===== src/rtl/illusion_command_pkg.sv =====
`default_nettype none
// ============================================================================
// Module      : illusion_command_pkg
// Description : Shared definitions for the command path: opcode encoding,
//               command-word field positions and the executor state encoding.
//               Used by the management unit, the executor and the encoders
//               on the driver side.
// Revision    : 1.0 - initial release
// ============================================================================
package illusion_command_pkg;

  // Command word layout: [31:28] opcode, [27:24] register index, [23:0] imm
  localparam int OPCODE_MSB = 31;
  localparam int OPCODE_LSB = 28;
  localparam int INDEX_MSB  = 27;
  localparam int INDEX_LSB  = 24;
  localparam int IMM_MSB    = 23;
  localparam int IMM_LSB    = 0;

  // Opcodes 6..15 are reserved and treated as illegal by the executor
  typedef enum logic [3:0] {
    OP_NOP        = 4'd0,
    OP_SET_REG    = 4'd1,
    OP_SET_REG_HI = 4'd2,
    OP_WAIT       = 4'd3,
    OP_WAIT_IDLE  = 4'd4,
    OP_END        = 4'd5
  } opcode_e;

  typedef enum logic [2:0] {
    ST_IDLE      = 3'd0,
    ST_DECODE    = 3'd1,
    ST_WRITE     = 3'd2,
    ST_WAIT      = 3'd3,
    ST_WAIT_IDLE = 3'd4,
    ST_DONE      = 3'd5
  } exec_state_e;

  // Builds a command word from its fields
  function automatic logic [31:0] makeCommand(input logic [3:0]  opcode,
                                              input logic [3:0]  index,
                                              input logic [23:0] imm);
    logic [31:0] word;
    word = '0;
    word[OPCODE_MSB:OPCODE_LSB] = opcode;
    word[INDEX_MSB:INDEX_LSB]   = index;
    word[IMM_MSB:IMM_LSB]       = imm;
    return word;
  endfunction

endpackage
`default_nettype wire


===== src/rtl/command_executor_if.sv =====
`default_nettype none
// ============================================================================
// Module      : command_executor_if
// Description : Command handshake, status flags and register write port of
//               the command executor.
//   master : drives aCommandValid / aCommand / aExternalBusy, observes the rest
//   slave  : the executor side
// Revision    : 1.0 - initial release
// ============================================================================
interface command_executor_if;
  logic        aCommandValid;
  logic [31:0] aCommand;
  logic        aExternalBusy;
  logic        anOutReady;
  logic        anOutExecutionDone;
  logic        anOutBufferEnd;
  logic        anOutCommandError;
  logic        anOutErrorSticky;
  logic        anOutRegWriteEnable;
  logic [3:0]  anOutRegIndex;
  logic [31:0] anOutRegData;

  modport master (
    output aCommandValid, aCommand, aExternalBusy,
    input  anOutReady, anOutExecutionDone, anOutBufferEnd, anOutCommandError,
           anOutErrorSticky, anOutRegWriteEnable, anOutRegIndex, anOutRegData
  );

  modport slave (
    input  aCommandValid, aCommand, aExternalBusy,
    output anOutReady, anOutExecutionDone, anOutBufferEnd, anOutCommandError,
           anOutErrorSticky, anOutRegWriteEnable, anOutRegIndex, anOutRegData
  );
endinterface
`default_nettype wire


===== src/rtl/command_register_shadow.sv =====
`default_nettype none
// ============================================================================
// Module      : command_register_shadow
// Description : REG_COUNT x 32 shadow copy of the GPU control registers.
//               One synchronous write port, one asynchronous read port.
//   aClock/aReset : clock, asynchronous active-low reset (clears all entries)
//   writeEnable/writeIndex/writeData : write port
//   readIndex/readData : combinational read (0 for out-of-range index)
// Revision    : 1.0 - initial release
// ============================================================================
module command_register_shadow #(
  parameter int REG_COUNT = 16
) (
  input  wire logic        aClock,
  input  wire logic        aReset,
  input  wire logic        writeEnable,
  input  wire logic [3:0]  writeIndex,
  input  wire logic [31:0] writeData,
  input  wire logic [3:0]  readIndex,
  output logic      [31:0] readData
);

  logic [31:0] r_mem [REG_COUNT];

  always_ff @(posedge aClock or negedge aReset) begin
    if (!aReset) begin
      for (int i = 0; i < REG_COUNT; i++) r_mem[i] <= '0;
    end else if (writeEnable) begin
      for (int i = 0; i < REG_COUNT; i++) begin
        if (writeIndex == 4'(i)) r_mem[i] <= writeData;
      end
    end
  end

  // Decoded read keeps the index width independent of REG_COUNT
  always_comb begin
    readData = '0;
    for (int i = 0; i < REG_COUNT; i++) begin
      if (readIndex == 4'(i)) readData = r_mem[i];
    end
  end

endmodule
`default_nettype wire


===== src/rtl/command_executor.sv =====
`default_nettype none
// ============================================================================
// Module      : command_executor
// Description : Accepts one command word per handshake, decodes and executes
//               it (register write, timed wait, wait-for-idle, end, NOP) and
//               signals completion with a one-cycle done pulse.
//   aClock : system clock
//   aReset : asynchronous active-low reset
//   bus    : command handshake, status flags and register write port
// Revision    : 1.0 - initial release
// ============================================================================
module command_executor
  import illusion_command_pkg::*;
#(
  parameter int REG_COUNT  = 16,
  parameter int WAIT_WIDTH = 24
) (
  input  wire logic          aClock,
  input  wire logic          aReset,
  command_executor_if.slave  bus
);

  localparam logic [4:0] c_regCount = 5'(REG_COUNT);

  exec_state_e           r_state;
  exec_state_e           w_nextState;
  logic [31:0]           r_command;
  logic [WAIT_WIDTH-1:0] r_counter;
  logic                  r_endFlag;
  logic                  r_errFlag;
  logic                  r_sticky;
  logic                  w_setEnd;
  logic                  w_setErr;
  logic [31:0]           w_shadowData;
  logic [31:0]           w_regData;

  wire logic [3:0]  w_opcode = r_command[OPCODE_MSB:OPCODE_LSB];
  wire logic [3:0]  w_index  = r_command[INDEX_MSB:INDEX_LSB];
  wire logic [23:0] w_imm    = r_command[IMM_MSB:IMM_LSB];
  wire logic        w_write  = (r_state == ST_WRITE);
  wire logic        w_done   = (r_state == ST_DONE);

  // State register plus the datapath registers tied to state transitions
  always_ff @(posedge aClock or negedge aReset) begin
    if (!aReset) begin
      r_state   <= ST_IDLE;
      r_command <= '0;
      r_counter <= '0;
      r_endFlag <= 1'b0;
      r_errFlag <= 1'b0;
      r_sticky  <= 1'b0;
    end else begin
      r_state <= w_nextState;
      if (r_state == ST_IDLE && bus.aCommandValid) r_command <= bus.aCommand;
      if (r_state == ST_DECODE) begin
        r_endFlag <= w_setEnd;
        r_errFlag <= w_setErr;
        if (w_setErr) r_sticky <= 1'b1;
        r_counter <= w_imm[WAIT_WIDTH-1:0];
      end else if (r_state == ST_WAIT) begin
        r_counter <= r_counter - WAIT_WIDTH'(1);
      end
    end
  end

  always_comb begin
    w_nextState = r_state;
    w_setEnd    = 1'b0;
    w_setErr    = 1'b0;
    case (r_state)
      ST_IDLE: if (bus.aCommandValid) w_nextState = ST_DECODE;
      ST_DECODE: begin
        w_nextState = ST_DONE;
        case (w_opcode)
          OP_NOP: ;
          OP_SET_REG, OP_SET_REG_HI: begin
            if ({1'b0, w_index} < c_regCount) w_nextState = ST_WRITE;
            else                               w_setErr    = 1'b1;
          end
          // A zero-length wait completes straight away so the counter never wraps
          OP_WAIT:      if (w_imm != '0) w_nextState = ST_WAIT;
          OP_WAIT_IDLE: w_nextState = ST_WAIT_IDLE;
          OP_END:       w_setEnd    = 1'b1;
          default:      w_setErr    = 1'b1;
        endcase
      end
      ST_WRITE:     w_nextState = ST_DONE;
      ST_WAIT:      if (r_counter == WAIT_WIDTH'(1)) w_nextState = ST_DONE;
      ST_WAIT_IDLE: if (!bus.aExternalBusy) w_nextState = ST_DONE;
      ST_DONE:      w_nextState = ST_IDLE;
      default:      w_nextState = ST_IDLE;
    endcase
  end

  // New full register value; the high-byte form merges with the current shadow
  always_comb begin
    w_regData = {8'h00, w_imm};
    if (w_opcode == OP_SET_REG_HI) begin
      w_regData        = w_shadowData;
      w_regData[31:24] = w_imm[7:0];
    end
  end

  command_register_shadow #(
    .REG_COUNT (REG_COUNT)
  ) u_shadow (
    .aClock      (aClock),
    .aReset      (aReset),
    .writeEnable (w_write),
    .writeIndex  (w_index),
    .writeData   (w_regData),
    .readIndex   (w_index),
    .readData    (w_shadowData)
  );

  assign bus.anOutReady          = (r_state == ST_IDLE);
  assign bus.anOutExecutionDone  = w_done;
  assign bus.anOutBufferEnd      = w_done & r_endFlag;
  assign bus.anOutCommandError   = w_done & r_errFlag;
  assign bus.anOutErrorSticky    = r_sticky;
  assign bus.anOutRegWriteEnable = w_write;
  assign bus.anOutRegIndex       = w_write ? w_index : 4'h0;
  assign bus.anOutRegData        = w_write ? w_regData : 32'h0;

endmodule
`default_nettype wire


===== src/flat_wrapper.sv =====
// flat-port wrapper written by rule: the top's interface ports become plain ports
module command_executor_flat import illusion_command_pkg::*;
#(
  parameter int REG_COUNT  = 16,
  parameter int WAIT_WIDTH = 24
)
  (aClock, aReset, bus_aCommandValid, bus_aCommand, bus_aExternalBusy, bus_anOutReady, bus_anOutExecutionDone, bus_anOutBufferEnd, bus_anOutCommandError, bus_anOutErrorSticky, bus_anOutRegWriteEnable, bus_anOutRegIndex, bus_anOutRegData);
  command_executor_if bus_i ();
  input  wire logic aClock;
  input  wire logic aReset;
  input wire logic [$bits(bus_i.aCommandValid)-1:0] bus_aCommandValid;
  input wire logic [$bits(bus_i.aCommand)-1:0] bus_aCommand;
  input wire logic [$bits(bus_i.aExternalBusy)-1:0] bus_aExternalBusy;
  output wire logic [$bits(bus_i.anOutReady)-1:0] bus_anOutReady;
  output wire logic [$bits(bus_i.anOutExecutionDone)-1:0] bus_anOutExecutionDone;
  output wire logic [$bits(bus_i.anOutBufferEnd)-1:0] bus_anOutBufferEnd;
  output wire logic [$bits(bus_i.anOutCommandError)-1:0] bus_anOutCommandError;
  output wire logic [$bits(bus_i.anOutErrorSticky)-1:0] bus_anOutErrorSticky;
  output wire logic [$bits(bus_i.anOutRegWriteEnable)-1:0] bus_anOutRegWriteEnable;
  output wire logic [$bits(bus_i.anOutRegIndex)-1:0] bus_anOutRegIndex;
  output wire logic [$bits(bus_i.anOutRegData)-1:0] bus_anOutRegData;
  assign bus_i.aCommandValid = bus_aCommandValid;
  assign bus_i.aCommand = bus_aCommand;
  assign bus_i.aExternalBusy = bus_aExternalBusy;
  assign bus_anOutReady = bus_i.anOutReady;
  assign bus_anOutExecutionDone = bus_i.anOutExecutionDone;
  assign bus_anOutBufferEnd = bus_i.anOutBufferEnd;
  assign bus_anOutCommandError = bus_i.anOutCommandError;
  assign bus_anOutErrorSticky = bus_i.anOutErrorSticky;
  assign bus_anOutRegWriteEnable = bus_i.anOutRegWriteEnable;
  assign bus_anOutRegIndex = bus_i.anOutRegIndex;
  assign bus_anOutRegData = bus_i.anOutRegData;
  command_executor #(.REG_COUNT(REG_COUNT), .WAIT_WIDTH(WAIT_WIDTH)) u_core (.aClock(aClock), .aReset(aReset), .bus(bus_i));
endmodule

===== config.mk =====
export PLATFORM = sky130hd
export DESIGN_NAME = command_executor_flat
export DESIGN_NICKNAME = d
export VERILOG_FILES = /design/src/rtl/illusion_command_pkg.sv /design/src/rtl/command_executor_if.sv /design/src/rtl/command_register_shadow.sv /design/src/rtl/command_executor.sv /design/src/flat_wrapper.sv
export SDC_FILE = /design/constraint.sdc
export NUM_CORES = 1
export LEC_CHECK = 0
export ABC_AREA = 1
export CELL_PAD_IN_SITES_DETAIL_PLACEMENT = 0
export CELL_PAD_IN_SITES_GLOBAL_PLACEMENT = 1
export CORE_UTILIZATION = 27
export DETAILED_ROUTE_END_ITERATION = 10
export PLACE_DENSITY = 0.63
export SKIP_CTS_REPAIR_TIMING = 1
export SYNTH_ARGS = -nofsm -noshare
export SYNTH_HDL_FRONTEND = slang
export SYNTH_HIERARCHICAL = 1
export SYNTH_SLANG_ARGS = --single-unit

===== constraint.sdc =====
create_clock -name aClock -period 4.25 [get_ports aClock]
set_input_delay 0.85 -clock aClock [delete_from_list [all_inputs] [get_ports aClock]]
set_output_delay 0.85 -clock aClock [all_outputs]
set_load 0.02 [all_outputs]

After elaboration in Yosys (flattened, before gate mapping)
Index checks and enable logic that the tools add are counted.

cells by class
  add/sub/neg operators = 1
  eq/ne operators = 29
  multiplexer cells = 30
  bitwise logic cells = 2
  reductions and logical operators = 26

operators with widths
  kind                   number
  $mux 24                18
  $mux 32                2
  $reduce_and 2->1       17
  $eq 4x4->1 const B     8
  $eq 24x1->1 const B    1
  $eq 4x3->1 const B     6
  $reduce_bool 24->1     1
  $sub 24x1->24 const B  1
  $eq 4x2->1 const B     4
  $pmux 3 s5             1
  $mux 3                 4
  $pmux 3 s3             1
  $eq 4x1->1 const B     2
  $logic_not 4->1        2
  $eq 3x2->1 const B     2
  $eq 3x3->1 const B     2
  $ne 2x2->1 const B     3
  $reduce_or 6->1        1
  $mux 4                 1
  $eq 3x1->1 const B     1
  $logic_not 3->1        1
  $mux 1                 3
  $reduce_and 3->1       1
  $and 1x1->1            2
  3 further kinds        3

word-level totals
  flip-flop bits (word level) = 446
  input port bits = 36
  output and inout port bits = 42

Longest topological paths before layout
  depth in word-level cells = 19
  mapped depth = 19
  mapped depth without buffers = 17

Modules after synthesis
Netlist, hierarchy kept.

modules (own cells, without submodules)
  module                   times used  cells each  area each (µm²)  sequential area each (µm²)
  command_register_shadow  1           2752        22619.2          12812.3
  command_executor         1           561         3975.1           1551.5

Worst setup path before layout
Ideal clock, no wire load.

  path type = reg-to-output
  start = register u_core.r_command[25]
  end = output port bus_anOutRegData[23]
  arrival = 2.002 ns
  data required time = 3.400 ns
  setup slack = 1.398 ns
  stages on the path, launching flop included = 14
  cells stage by stage = dfrtp_1 > buf_4 > nor2_2 > inv_2 > nor2_2 > clkbuf_1 > nand2_1 > nand3_1 > nor2_1 > nand4_1 > nand2_1 > nand3_1 > o21ai_0 > nor2_1

on the way
  longest elaborated chain between the ends = 19
  elaborated cells between the ends (all ways) = 34
  classes of those cells = 15 x eq/ne; 18 x mux; 1 x reduce/logical

RTL lines
  what                               line                           text
  start: declaration                 command_executor.sv:27         logic [31:0] r_command;
  start signal: assignment           command_executor.sv:54         if (r_state == ST_IDLE && bus.aCommandValid) r_command <= bus.aCommand;
  $logic_not 4->1                    command_register_shadow.sv:39  if (readIndex == 4'(i)) readData = r_mem[i];
  $mux 24 (15 in a row)              command_register_shadow.sv:39
  $mux 24 (*)                        command_register_shadow.sv:39
  named net u_core.w_shadowData[23]  command_executor.sv:34         logic [31:0] w_shadowData;
  $mux 32 (*)                        command_executor.sv:98         if (w_opcode == OP_SET_REG_HI) begin
  $mux 32 (*)                        command_executor.sv:123        assign bus.anOutRegData = w_write ? w_regData : 32'h0;
  end: declaration                   flat_wrapper.sv:21             output wire logic [$bits(bus_i.anOutRegData)-1:0] bus_anOutRegData;

Mark *: on every way through the listed nets, which the timed path passes. The rest lies on a longest branch.

Final worst setup path
  start = register u_core.r_command[27]
  end = output port bus_anOutRegData[19]

The elaborated chain is that of the path after synthesis.

==> flow_summary.html <==
<table>
<tr><th>Metric</th><th>Value</th></tr>
<tr><th colspan="2">Status</th></tr>
<tr><td>Run status</td><td>finished clean</td></tr>
<tr><th colspan="2">Final layout</th></tr>
<tr><td>Post-layout instance area</td><td>24900 sq um</td></tr>
<tr><td>Area growth syn-to-layout</td><td>17.3%</td></tr>
<tr><td>Number of antenna diodes</td><td>0</td></tr>
<tr><td>Layout net count</td><td>2701</td></tr>
<tr><td>Share of final-layout standard cells stronger than drive strength 1</td><td>0.0863</td></tr>
<tr><td>Layout Cells excl Fill</td><td>3740</td></tr>
<tr><th colspan="2">Min path</th></tr>
<tr><td>Min-delay worst type</td><td>input port to asynchronous set/reset pin</td></tr>
<tr><th colspan="2">Global route</th></tr>
<tr><td>Overflow left after global routing</td><td>0</td></tr>
<tr><td>Overall Global Routing Usage</td><td>0.161</td></tr>
<tr><td>First-pass GRT wire length</td><td>~100 mm</td></tr>
<tr><td>Number of global-route vias before repair</td><td>roughly 17k</td></tr>
<tr><td>Initial antenna violation count</td><td>1</td></tr>
<tr><td>Largest net degree at the start of global routing</td><td>85</td></tr>
<tr><th colspan="2">CTS</th></tr>
<tr><td>CTS tree</td><td>done</td></tr>
<tr><td>Number of H-tree levels</td><td>2</td></tr>
<tr><td>Total CTS buffers</td><td>51</td></tr>
<tr><td>Number of clock sinks</td><td>446</td></tr>
<tr><td>Clock latency reported for the late side of the worst-skew pair</td><td>610 ps</td></tr>
<tr><td>Bufs on Longest Clock Path</td><td>3</td></tr>
<tr><td>Reg clk slew, reported paths</td><td>60 ps</td></tr>
<tr><td>Clock Root Buffer</td><td>clkbuf_16</td></tr>
<tr><th colspan="2">Place</th></tr>
<tr><td>Setup Slack @ Placement</td><td>around 370 ps</td></tr>
<tr><td>Post-placement cell count</td><td>3642</td></tr>
<tr><td>Placed inst area</td><td>23000 sq um</td></tr>
<tr><td>Number of port buffers</td><td>77</td></tr>
<tr><td>GP Congestion</td><td>0.902</td></tr>
<tr><td>Half-perimeter wire length of the detailed placement result</td><td>roughly 42 mm</td></tr>
<tr><th colspan="2">Timing</th></tr>
<tr><td>Crit path setup slack, layout</td><td>29.5 ps</td></tr>
<tr><td>Final Setup Violations</td><td>0</td></tr>
<tr><td>Total negative slack</td><td>0 ps</td></tr>
<tr><td>Final Hold Vio Count</td><td>0</td></tr>
<tr><td>Max-slew violation total from the final report</td><td>0</td></tr>
<tr><td>Final worst-path cycle share</td><td>0.993</td></tr>
<tr><td>Highest clock frequency the design can meet</td><td>around 240 MHz</td></tr>
<tr><td>Slew at the pin closest to its max-slew limit</td><td>823 ps</td></tr>
<tr><td>Setup repair after global routing missed its margin</td><td>yes</td></tr>
<tr><td>Post-route clock skew</td><td>14.6 ps</td></tr>
<tr><td>Relative max-transition margin</td><td>0.451</td></tr>
<tr><td>Period minus WS final</td><td>4220 ps</td></tr>
<tr><th colspan="2">Logic synthesis</th></tr>
<tr><td>Synthesized area per cell</td><td>7.91 sq um</td></tr>
<tr><td>Combined area of all synthesized cells</td><td>21200 sq um</td></tr>
<tr><td>Total nets after synthesis</td><td>2716</td></tr>
<tr><td>Cell count after synthesis</td><td>2678</td></tr>
<tr><td>Yosys warns</td><td>6</td></tr>
<tr><th colspan="2">Floorplanning</th></tr>
<tr><td>IO Pins</td><td>78</td></tr>
<tr><td>Initial standard-cell utilization of the core</td><td>0.273</td></tr>
<tr><td>Floorplan die area</td><td>79600 sq um</td></tr>
<tr><td>Area of the core</td><td>just under 80000 sq um</td></tr>
<tr><td>Vertical die dimension</td><td>about 280 microns</td></tr>
<tr><td>Horiz. Die Dim</td><td>282 microns</td></tr>
<tr><td>Placement row count</td><td>102</td></tr>
<tr><th colspan="2">Route</th></tr>
<tr><td>Count of unresolved DRC violations after routing</td><td>0</td></tr>
<tr><td>Post-route antenna net violation count</td><td>0</td></tr>
<tr><td>Detailed Route WL</td><td>63.8 mm</td></tr>
<tr><td>Drt first pass iters</td><td>5</td></tr>
<tr><td>Routed length per instance</td><td>17.1 microns</td></tr>
<tr><td>Number of vias in the routed layout</td><td>17.5k</td></tr>
<tr><td>DRC violation total after the first TritonRoute iteration</td><td>1414</td></tr>
<tr><td>Vias per Instance</td><td>between 4 and 5</td></tr>
<tr><th colspan="2">Worst setup path</th></tr>
<tr><td>Worst setup path class</td><td>register to primary output</td></tr>
<tr><td>Flop-to-flop setup slack</td><td>1120 ps</td></tr>
<tr><td>Capturing element type of the critical path</td><td>primary output</td></tr>
<tr><td>Required time of the critical path</td><td>3400 ps</td></tr>
<tr><td>Maximum fanout along the worst path</td><td>24</td></tr>
<tr><td>Endpoint of the most critical register-to-register path</td><td>u_core/u_shadow/r_mem[486]</td></tr>
<tr><td>Critical Path Start Type</td><td>register</td></tr>
<tr><td>Worst reg2reg path depth</td><td>17</td></tr>
<tr><td>Crit path DAT</td><td>3370 ps</td></tr>
<tr><td>Worst r2r src</td><td>u_core/r_command[27]</td></tr>
<tr><th colspan="2">Pwr</th></tr>
<tr><td>Static Leak</td><td>11.6 nW</td></tr>
<tr><td>Largest voltage drop on the vdd net</td><td>0.285 mV</td></tr>
<tr><td>Power per unit of standard cell area</td><td>between 600 and 700 nW/um^2</td></tr>
<tr><th colspan="2">Flow run</th></tr>
<tr><td># Max-Cap Violations</td><td>0</td></tr>
</table>
state kept, by name, summed over array words and instances, names as in the netlist:
name	cells
u_core/r_errFlag	1
u_core/bus.anOutErrorSticky	1
u_core/r_command	32
u_core/r_counter	24
u_core/r_state	3
u_core/r_endFlag	1
u_core/u_shadow/r_mem	384
power by group:
group | leakage [nW] | switching, mW | internal, mW
clock | 0.820 | 1.80 | 2.60
sequential | 6.04 | 0.753 | 5.43
combinational | 4.78 | 3.76 | 1.69
total | 11.6 | 6.31 | 9.73
how the worst max path moves through the flow:
| stage | startpoint | to | slack (ps) | depth (start not counted) |
|---|---|---|---|---|
| finish | u_core/r_command[27] | bus_anOutRegData[19] | 30 | 11 |
| global route | u_core/r_command[27] | bus_anOutRegData[19] | -190 | 14 |
| CTS | u_core/r_command[24] | bus_anOutRegData[23] | -320 | 14 |
| detailed placement | u_core/r_command[24] | bus_anOutRegData[23] | 370 | 14 |
| global placement | u_core/r_command[27] | bus_anOutRegData[23] | 340 | 11 |
| floorplan | u_core/r_command[24] | bus_anOutRegData[20] | 1400 | 14 |
routing by layer:
layer | track usage | routed length (microns) | vias up | share of wire
met5 | 0 | 0 | - | 0
met4 | 0.0422 | 1260 | 0 | 0.020
met3 | 0.0241 | 2980 | 81 | 0.047
met2 | 0.268 | 30000 | 377 | 0.47
met1 | 0.218 | 29600 | 8553 | 0.46
li1 | - | - | 8534 | -
worst max-delay path, cell delays in order (launching register included):
cell and delay [ps]:
dfrtp_2 480, buf_4 220, nand2_1 180, nor2_1 260, buf_6 300, a21oi_1 110, nand4_1 110, nand2_1 60
nand3_1 150, o21ai_0 160, nor2_1 110, clkdlybuf4s50_1 610
cell type report:
cell class / count / area, sq um
multi-input combinational: 1800 / 8340
timing repair buffer: 139 / 1530
sequential: 446 / 11200
tap: 1040 / 1300
fill: 8288 / 52700
inverter: 225 / 847
clock inverter: 10 / 115
clock buffer: 80 / 1550
metrics by stage:
step,util,hold slack [ps],total power [mW]
final,0.320,281,16.0
after floorplan,-,445,9.71
after global routing,0.320,313,17.2
after detailed placement,0.297,464,11.6
after global placement,0.297,456,11.5
after CTS,0.318,296,16.1
placed cells by master, fill, tap and decap left out, types with 16 or more instances in the layout:
cell type / count
buf_4: 43
clkbuf_16: 52
nand4_1: 55
o21ai_1: 56
inv_1: 209
clkdlybuf4s50_1: 53
buf_12: 17
o21ai_0: 298
a21oi_1: 152
nand3_1: 148
dfrtp_1: 442
or2_1: 19
nor3_1: 16
clkbuf_8: 16
nor2_1: 256
nand2_1: 682
dlymetal6s2s_1: 23
(Power assumes the default switching activity.)
